### config.mk
export PLATFORM = sky130hd
export DESIGN_NAME = fft008_in_buf
export DESIGN_NICKNAME = d
export VERILOG_FILES = /design/src/rtl/fft008_in_buf.sv
export SDC_FILE = /design/constraint.sdc
export NUM_CORES = 1
export LEC_CHECK = 0
export ABC_AREA = 1
export CAP_MARGIN = 40
export CORE_MARGIN = 2
export CORE_UTILIZATION = 60
export CTS_CLUSTER_DIAMETER = 100
export DETAILED_ROUTE_END_ITERATION = 10
export DONT_BUFFER_PORTS = 1
export GPL_TIMING_DRIVEN = 0
export PLACE_DENSITY = 0.76
export SYNTH_ARGS = -nofsm -noshare
export SYNTH_HDL_FRONTEND = slang
export SYNTH_SLANG_ARGS = --single-unit
### constraint.sdc
create_clock -name ck -period 6.9 [get_ports ck]
set_input_delay 1.38 -clock ck [delete_from_list [all_inputs] [get_ports ck]]
set_output_delay 1.38 -clock ck [all_outputs]
set_load 0.02 [all_outputs]
### src/rtl/fft008_in_buf.sv
// Frames a valid/ready sample stream into 8-sample parallel frames for fft008 (FFT_IN_PRESCALE_EN: halve each sample half).
// Latency: 8th accept at edge T sets buf_full; frame published at T+1 when the output stage is free.
// Backpressure: s_ready is registered (!buf_full); a stalled frame plus one full fill buffer stop input.
module fft008_in_buf (
  input  logic        ck,
  input  logic        rst,
  input  logic        s_valid,
  output logic        s_ready,
  input  logic        s_sof,
  input  logic [31:0] s_data,
  output logic [31:0] xo_000,
  output logic [31:0] xo_001,
  output logic [31:0] xo_002,
  output logic [31:0] xo_003,
  output logic [31:0] xo_004,
  output logic [31:0] xo_005,
  output logic [31:0] xo_006,
  output logic [31:0] xo_007,
  output logic        frm_valid,
  input  logic        frm_ready,
  output logic [7:0]  frm_seq,
  output logic        err_resync
);

  logic [2:0]       wr_cnt;
  logic             buf_full;
  logic [7:0][31:0] fill_buf;
  logic [7:0][31:0] xo_q;
  logic [31:0]      s_store;
  logic [2:0]       idx;
  logic             accept;
  logic             publish;

`ifdef FFT_IN_PRESCALE_EN
  assign s_store = {s_data[31], s_data[31:17], s_data[15], s_data[15:1]};
`else
  assign s_store = s_data;
`endif

  assign s_ready = !buf_full;
  assign accept  = s_valid && s_ready;
  assign publish = buf_full && (!frm_valid || frm_ready);
  assign idx     = s_sof ? 3'd0 : wr_cnt;

  // accept and publish are mutually exclusive: accept needs !buf_full, publish needs buf_full
  always_ff @(posedge ck) begin
    if (rst) begin
      wr_cnt     <= 3'd0;
      buf_full   <= 1'b0;
      frm_valid  <= 1'b0;
      frm_seq    <= 8'd0;
      err_resync <= 1'b0;
      xo_q       <= '0;
    end else begin
      if (accept) begin
        wr_cnt <= idx + 3'd1;
        if (idx == 3'd7) buf_full <= 1'b1;
        if (s_sof && (wr_cnt != 3'd0)) err_resync <= 1'b1;
      end
      if (publish) begin
        xo_q      <= fill_buf;
        frm_valid <= 1'b1;
        buf_full  <= 1'b0;
        frm_seq   <= frm_seq + 8'd1;
      end else if (frm_valid && frm_ready) begin
        frm_valid <= 1'b0;
      end
    end
  end

  always_ff @(posedge ck) begin
    if (!rst && accept) fill_buf[idx] <= s_store;
  end

  assign xo_000 = xo_q[0];
  assign xo_001 = xo_q[1];
  assign xo_002 = xo_q[2];
  assign xo_003 = xo_q[3];
  assign xo_004 = xo_q[4];
  assign xo_005 = xo_q[5];
  assign xo_006 = xo_q[6];
  assign xo_007 = xo_q[7];

endmodule

# Word-level counts from Yosys, hierarchy flattened
# Cells that the tools add are included.
# W data, S select, Z words.
# op_classes
n_addsub	2
mul	0
n_div	0
order_cmp	2
eq_ne	1
n_shift	0
muxes	6
n_bitwise	0
n_reduce_logical	15
# op_table
op	count
$bwmux W256	1
$demux W32 S3	1
$mux W32	1
$add A8 B1 Y8 const B	1
$logic_and A1 B1 Y1	6
$lt A3 B4 Y1 const B	1
$reduce_and A2 Y1	2
$add A3 B1 Y3 const B	1
$eq A3 B3 Y1 const B	1
$ge A3 B1 Y1 const B	1
$logic_not A1 Y1	3
$mux W3	1
$reduce_bool A3 Y1	1
$mux W1	2
$reduce_bool A2 Y1	1
$reduce_or A2 Y1	1
$logic_or A1 B1 Y1	1
# word_totals
regBits	526
latchBits	0
ram_bits	0
rom_bits	0
in_bits	37
out_inout_bits	267
word_cells	47
memories	0

# Depth between registers and ports, before layout
# Gate-level depths: netlist (run 1).
# depth
ltp_word	6
depth_mapped	8
mapped_depth_nobuf	7

# Worst setup path before layout (run 1)
# OpenSTA, ideal clock, no wires.
# synth_timing
path_type	in2reg
start	input s_sof
end	register fill_buf[100] (netlist name) (enable)
arrival_ns	3.257
slack_ns	3.222
path_stages	4
path_cell_list	or2_2 > nor2_1 > nand2_1 > nor2_1
# synth_lines
item	line	text
from (decl)	9	input logic s_sof,
to (signal, indexed assignment)	72	if (!rst && accept) fill_buf[idx] <= s_store;
to (decl)	27	logic [7:0][31:0] fill_buf;

# Worst setup path in the final report (run 1)
# layout_timing
start	input rst
end	register fill_buf[213] (netlist name) (enable)
# layout_via
elab_chain_cells	2
# layout_lines
item	line	text
from (decl)	6	input logic rst,
$logic_not A1 Y1	72	
$logic_and A1 B1 Y1	72	
# Every way passes these cells.
# A chain may end at the register's enable or synchronous reset.

==> flow_summary_export.csv, run 1 <==
group,metric,value,unit
global_route,antenna_found_initial,5,
sta,finalHoldViolations,0,
synth,synth_nets,1509,
power,pwr_density_cell,311.7,nW/um^2
synth,synth_top_cells_by_area,"sky130_fd_sc_hd__edfxtp_1 (45%), sky130_fd_sc_hd__dfxtp_1 (32%), sky130_fd_sc_hd__nor2_1 (12%), sky130_fd_sc_hd__o21ai_0 (7.6%), sky130_fd_sc_hd__clkbuf_1 (1.2%)",
drt,wl_per_cell,22.34,microns
global_route,total_routing_usage_gr,0.2876,
placement,portBuffers,0,
synth,ys_seq_area_frac,0.7658,
drt,detailedRoute.firstIterationViolations,1005,
die,die_x,172.8,microns
clock_tree,numCtsBuffers,50,
setup_path,critPathLaunchType,"primary input",
clock_tree,cts.reportedPaths.clkPinSlew,70,ps
min_path,worstHoldPathCells,2,
drt,detail_route.first_pass.iterations,7,
sta,rsz0062_at_grt,"no",
synth,synthCells,1470,
sta,maxSlewViolCount,0,
synth,asyncSetResetFlopFracSynth,0,
clock_tree,cts.path.max_buffers,3,
clock_tree,cts-resized-gates,0,
sta,final_min_period_over_clock_period,0.3958,
global_route,global_route.overflow_total,0,
min_path,hold_path_class,"register to register",
placement,globalplace.congestion,0.8183,
sta,report.final.setup_viol,0,
power,power_leakage,6.604,nW
job,number_of_max_capacitance_violations_reported,0,
sta,maxClockFrequency,366.2,MHz
setup_path,crit_path_category,"primary input to register",
setup_path,r2r-end,"fill_buf[213]$_DFFE_PP_",
synth,synth-warning-count,0,
die,placeable_core_region,27930,sq um
synth,synth_enable_flop_cells,256,
min_path,hold-path-endpoint,"xo_005[8]$_SDFFE_PP0P_",
drt,drc,0,
sta,skew,15.44,ps
sta,slew_headroom,0.5500,
clock_tree,htree_num_levels,2,
power,peakVddDrop,0.2756,mV
synth,yosys.cell_types.count,22,
synth,yosys.area.top_type_share,0.4496,
synth,synth.largest_area_cell,"sky130_fd_sc_hd__edfxtp_1",
synth,synthMostInstantiatedCell,"sky130_fd_sc_hd__nor2_1",
synth,synth.top_cells.by_count,"sky130_fd_sc_hd__nor2_1 (542), sky130_fd_sc_hd__dfxtp_1 (270), sky130_fd_sc_hd__o21ai_0 (260)",
finish,share_of_final_layout_standard_cells_stronger_than_drive_strength_1,0.07893,
die,start_util,0.6120,
sta,holdWs,491.8,ps
die,die_area,29860,sq um
finish,fillerInstances,1981,
global_route,vias_in_the_first_global_route,10608,
die,io_pins,304,
drt,num_vias,10925,
clock_tree,cts_hold_repair.buffers,0,
drt,drt_wl_total,43.54,mm
setup_path,type_of_destination_of_the_critical_path,"register",
sta,timing.final.crit_period,2731,ps
clock_tree,cts_setup_buffers,0,
setup_path,rr_worst_depth,6,
clock_tree,later_pin_clock_latency_in_the_skew_report,560,ps
die,core.rowCount,61,
setup_path,worst_ep_arrival,2990,ps
clock_tree,cts_tree,"yes",
finish,antenna_cells,0,
setup_path,critical_path.reg2reg.startpoint,"buf_full$_SDFFE_PP0P_",
setup_path,critPathMaxFanout,23,
drt,drtAntennaViolNets,0,
synth,post_synthesis_cell_area,17100,sq um
clock_tree,clk_root_buffer_cell,"sky130_fd_sc_hd__clkbuf_16",
drt,routed_via_density,5.605,
die,die_height,172.8,microns
synth,synthesis.area_per_instance,11.63,sq um
global_route,grt_max_degree,32,
sta,setup_total_negative_slack,0,ps
sta,max_slew.worst_pin.slew,675.0,ps
setup_path,cp.required,7160,ps
finish,layout.nets,1569,
clock_tree,cts.sink_count,526,
placement,detailed_place_hpwl,29.27,mm
setup_path,crit_start,"rst",
global_route,global_route_wire_length_before_repair,64.27,mm
power,fin_total_pwr,6.058,mW
synth,ys_seq_elements,526,
synth,ys_dominant_reg_cell,"sky130_fd_sc_hd__dfxtp_1",
status,run_status,"finished clean",
min_path,min_from,"fill_buf[168]$_DFFE_PP_",
setup_path,worst-r2r-setup-slack,4690,ps
finish,flow.area_growth_from_synthesis,13.67,%
[report_power, final]
group	internal (mW)	switching, mW	leakage (nW)
Sequential	3.29	0.00699	4.49
Clock	1.57	1.10	0.801
Combinational	0.0248	0.0671	1.32
Total	4.89	1.17	6.60
[cell families (layout without fill, tap and decap cells)]
logic type | count (synthesis) | count (layout) | synth area share
buffers and inverters | 97 | 198 | 0.02547
DFF | 526 | 526 | 0.7658
adders and majority gates | 2 | 2 | 0.001463
and+or+nand+nor | 573 | 573 | 0.1270
AOI/OAI and AO/OA | 272 | 272 | 0.08021
[sequential cells by signal, indices dropped and copies added (netlist names)]
register	cells
xo_003	32
fill_buf	256
xo_000	32
frm_valid	1
xo_006	32
xo_005	32
xo_007	32
frm_seq	8
xo_004	32
xo_002	32
err_resync	1
buf_full	1
wr_cnt	3
xo_001	32
[layer usage]
metal	vias up	wire length, microns	global-route usage
met1	5213	15870	0.3457
met5	-	0	0
li1	5069	-	-
met4	0	1476	0.09499
met3	106	5123	0.1027
met2	537	21060	0.4847
[how the worst max path moves through the flow]
stage / cells past startpoint / endpoint / slack, ps
after global routing: 5 / fill_buf[213]$_DFFE_PP_ / 4010
after global placement: 4 / fill_buf[216]$_DFFE_PP_ / 2130
after CTS: 5 / fill_buf[213]$_DFFE_PP_ / 4150
after detailed placement: 5 / fill_buf[213]$_DFFE_PP_ / 3570
final: 5 / fill_buf[213]$_DFFE_PP_ / 4170
after floorplan: 4 / fill_buf[100]$_DFFE_PP_ / 3220
[metrics by stage]
stage	setup WS, ps	utilization	std cells	cell area [sq um]
2_1_floorplan	3222	-	1470	17100
3_3_place_gp	2127	0.6290	1848	17570
3_5_place_dp	3573	0.6374	1856	17800
4_1_cts	4152	0.6957	1949	19430
5_1_grt	4009	0.6957	1949	19430
6_report	4169	0.6957	1949	19430
[placed cells by master, fill, tap and decap left out, drive strengths merged, types with 3 or more instances in the layout]
master,n
clkinv,9
buf,41
edfxtp,256
o21ai,260
inv,11
dfxtp,270
nand4,3
nand2,20
nor2,542
clkbuf,136
nand3,5
a21oi,9
[worst max-delay path, stage by stage]
cell,delay (ps)
sky130_fd_sc_hd__inv_1,150
sky130_fd_sc_hd__buf_2,290
sky130_fd_sc_hd__nand3_1,400
sky130_fd_sc_hd__nor2_4,500
sky130_fd_sc_hd__buf_16,240
[cell type report]
| class | count | area [sq um] | share of cell area |
|---|---|---|---|
| flip-flops and latches | 526 | 13090 | 0.6737 |
| plain buffers | 86 | 394.1 | 0.02028 |
| well taps | 378 | 473.0 | 0.02434 |
| clock buffers | 83 | 1559 | 0.08022 |
| inverters | 11 | 41.29 | 0.002125 |
| clock inverters | 10 | 70.07 | 0.003605 |
| multi-input cells | 847 | 3628 | 0.1867 |
| repair buffers | 8 | 175.2 | 0.009014 |
Note: power is estimated with default switching activity, not from simulation.
==> run 2: changes to the inputs <==
- CORE_UTILIZATION: 60 -> 56
- PLACE_DENSITY: 0.76 -> 0.74
- clock period: 6.9 -> 2.4 ns (I/O delays scaled with it)
==> run 2 against run 1 <==
Clock skew up 1.5 ps. Design area rose by 3.3%. Cell count up 3.2%. Combinational power increased to 4.0 times the previous value. Via count up 1.2%. Sequential power increased to 2.9 times the previous value. Critical path depth rose by 1. Power grew to 3.0 times the previous value. Largest cell class unchanged. Largest power group unchanged.
==> flow_summary_export.csv, run 2 (synthesized netlist as in run 1, its figures left out) <==
group,metric,value,unit
finish,share_of_final_layout_standard_cells_stronger_than_drive_strength_1,0.08385,
die,io_pins,304,
status,run_status,"finished clean",
clock_tree,later_pin_clock_latency_in_the_skew_report,560,ps
finish,largest_register_ffs,256,
power,peakVddDrop,1.010,mV
finish,layout.nets,1620,
min_path,hold_path_class,"primary input to register",
die,start_util,0.5723,
clock_tree,cts.sink_count,526,
clock_tree,cts_setup_buffers,0,
power,seq_power_share,0.524,
setup_path,cp.required,2660,ps
min_path,worstHoldPathCells,0,
clock_tree,cts.reportedPaths.clkPinSlew,70,ps
clock_tree,numCtsBuffers,51,
finish,mostFrequentLayoutCells,"sky130_fd_sc_hd__nor2_1 (534), sky130_fd_sc_hd__dfxtp_1 (270), sky130_fd_sc_hd__o21ai_0 (260)",
die,die_area,31940,sq um
placement,detailed_place.area,17820,sq um
finish,post-route-util,0.6720,
sta,max_slew.worst_pin.slew,589.3,ps
setup_path,worst_ep_arrival,2400,ps
drt,routed_via_density,5.497,
setup_path,type_of_destination_of_the_critical_path,"register",
drt,num_vias,11059,
placement,detailed_place_hpwl,28.98,mm
die,die_height,178.7,microns
power,power_leakage,6.883,nW
setup_path,worst-r2r-setup-slack,270,ps
global_route,antenna_found_initial,7,
power,fin_total_pwr,18.08,mW
sta,timing.final.crit_period,2132,ps
sta,rsz0062_at_grt,"no",
finish,antenna_cells,0,
global_route,vias_in_the_first_global_route,10368,
finish,final_common_cell,"sky130_fd_sc_hd__nor2_1",
sta,maxClockFrequency,469.1,MHz
sta,finalHoldViolations,0,
placement,globalplace.congestion,0.8122,
drt,drt_wl_total,45.07,mm
finish,design_area,20080,sq um
sta,holdWs,18.39,ps
setup_path,critical_path.reg2reg.startpoint,"buf_full$_SDFFE_PP0P_",
placement,dpl_worst_slack,-54.56,ps
power,p_clk_frac,0.456,
finish,flow.area_growth_from_synthesis,17.43,%
die,die_x,178.7,microns
finish,regMostFlops,"fill_buf",
clock_tree,cts_tree,"yes",
drt,wl_per_cell,22.40,microns
job,number_of_max_capacitance_violations_reported,0,
power,pwr_density_cell,900.6,nW/um^2
placement,portBuffers,0,
sta,final_min_period_over_clock_period,0.8882,
min_path,hold-path-endpoint,"fill_buf[23]$_DFFE_PP_",
die,core.rowCount,63,
sta,report.final.setup_viol,0,
sta,setup_total_negative_slack,0,ps
global_route,global_route_wire_length_before_repair,63.61,mm
finish,layoutNonFillerInstCount,2012,
global_route,total_routing_usage_gr,0.2781,
global_route,grt_max_degree,32,
drt,detail_route.first_pass.iterations,5,
min_path,min_from,"s_data[23]",
power,total_net_switching_power,3.556,mW
drt,drtAntennaViolNets,0,
setup_path,r2r-end,"fill_buf[201]$_DFFE_PP_",
global_route,global_route.overflow_total,0,
drt,drc,0,
setup_path,critPathMaxFanout,23,
clock_tree,htree_num_levels,2,
sta,slew_headroom,0.6071,
setup_path,crit_path_category,"register to register",
clock_tree,cts.path.max_buffers,3,
power,netSwitchingFraction,0.1967,
clock_tree,clk_root_buffer_cell,"sky130_fd_sc_hd__clkbuf_16",
setup_path,rr_worst_depth,6,
sta,post_route_setup_slack,268.3,ps
sta,skew,16.92,ps
power,cell_internal_pwr,14.52,mW
power,power_frac_comb,0.020,
drt,detailedRoute.firstIterationViolations,996,
sta,maxSlewViolCount,0,
placement,dpl.cell_count,1868,
die,placeable_core_region,29870,sq um
setup_path,critPathLaunchType,"register",
[run 2: power groups by stage]
stage | registers (mW) | logic, mW | clock network, mW
final | 9.47 | 0.370 | 8.24
after global routing | 9.47 | 0.410 | 8.68
after CTS | 9.47 | 0.328 | 8.32
after detailed placement | 9.67 | 0.257 | 0
after global placement | 9.67 | 0.237 | 0
after floorplan | 9.67 | 0.171 | 0
[run 2: worst max-delay path by stage]
| stage | to | cells after the start | start |
|---|---|---|---|
| after floorplan | fill_buf[100]$_DFFE_PP_ | 4 | s_sof |
| after CTS | fill_buf[201]$_DFFE_PP_ | 6 | buf_full$_SDFFE_PP0P_ |
| after detailed placement | fill_buf[208]$_DFFE_PP_ | 5 | rst |
| after global routing | fill_buf[207]$_DFFE_PP_ | 6 | buf_full$_SDFFE_PP0P_ |
| final | fill_buf[201]$_DFFE_PP_ | 6 | buf_full$_SDFFE_PP0P_ |
| after global placement | fill_buf[44]$_DFFE_PP_ | 4 | rst |
[run 2: layout make-up]
class / instances / area [sq um]
sequential: 526 / 13090
fill: 2169 / 9799
multi-input combinational: 847 / 3628
clock buffer: 68 / 1465
timing repair buffer: 58 / 675.6
tap: 390 / 488.0
buffer: 86 / 394.1
clock inverter: 26 / 290.3
inverter: 11 / 41.29
[run 2: routing by layer]
metal	track usage	part of all wire	wire length (microns)
met1	0.3338	0.37	16840
met2	0.4488	0.46	20910
met3	0.1060	0.12	5443
met4	0.1213	0.041	1866
met5	0	0	0
[run 2: repair_timing]
item                                   CTS  global route
hold buffers                            31            19
resized for setup                        0             0
endpoints found under the hold margin   71            35
[run 2: critical path, stage by stage, from the launching register on]
cell	delay [ps]
sky130_fd_sc_hd__dfxtp_1	340
sky130_fd_sc_hd__inv_2	150
sky130_fd_sc_hd__nand2_1	140
sky130_fd_sc_hd__inv_1	130
sky130_fd_sc_hd__nand3_1	350
sky130_fd_sc_hd__nor2_4	480
sky130_fd_sc_hd__buf_16	230
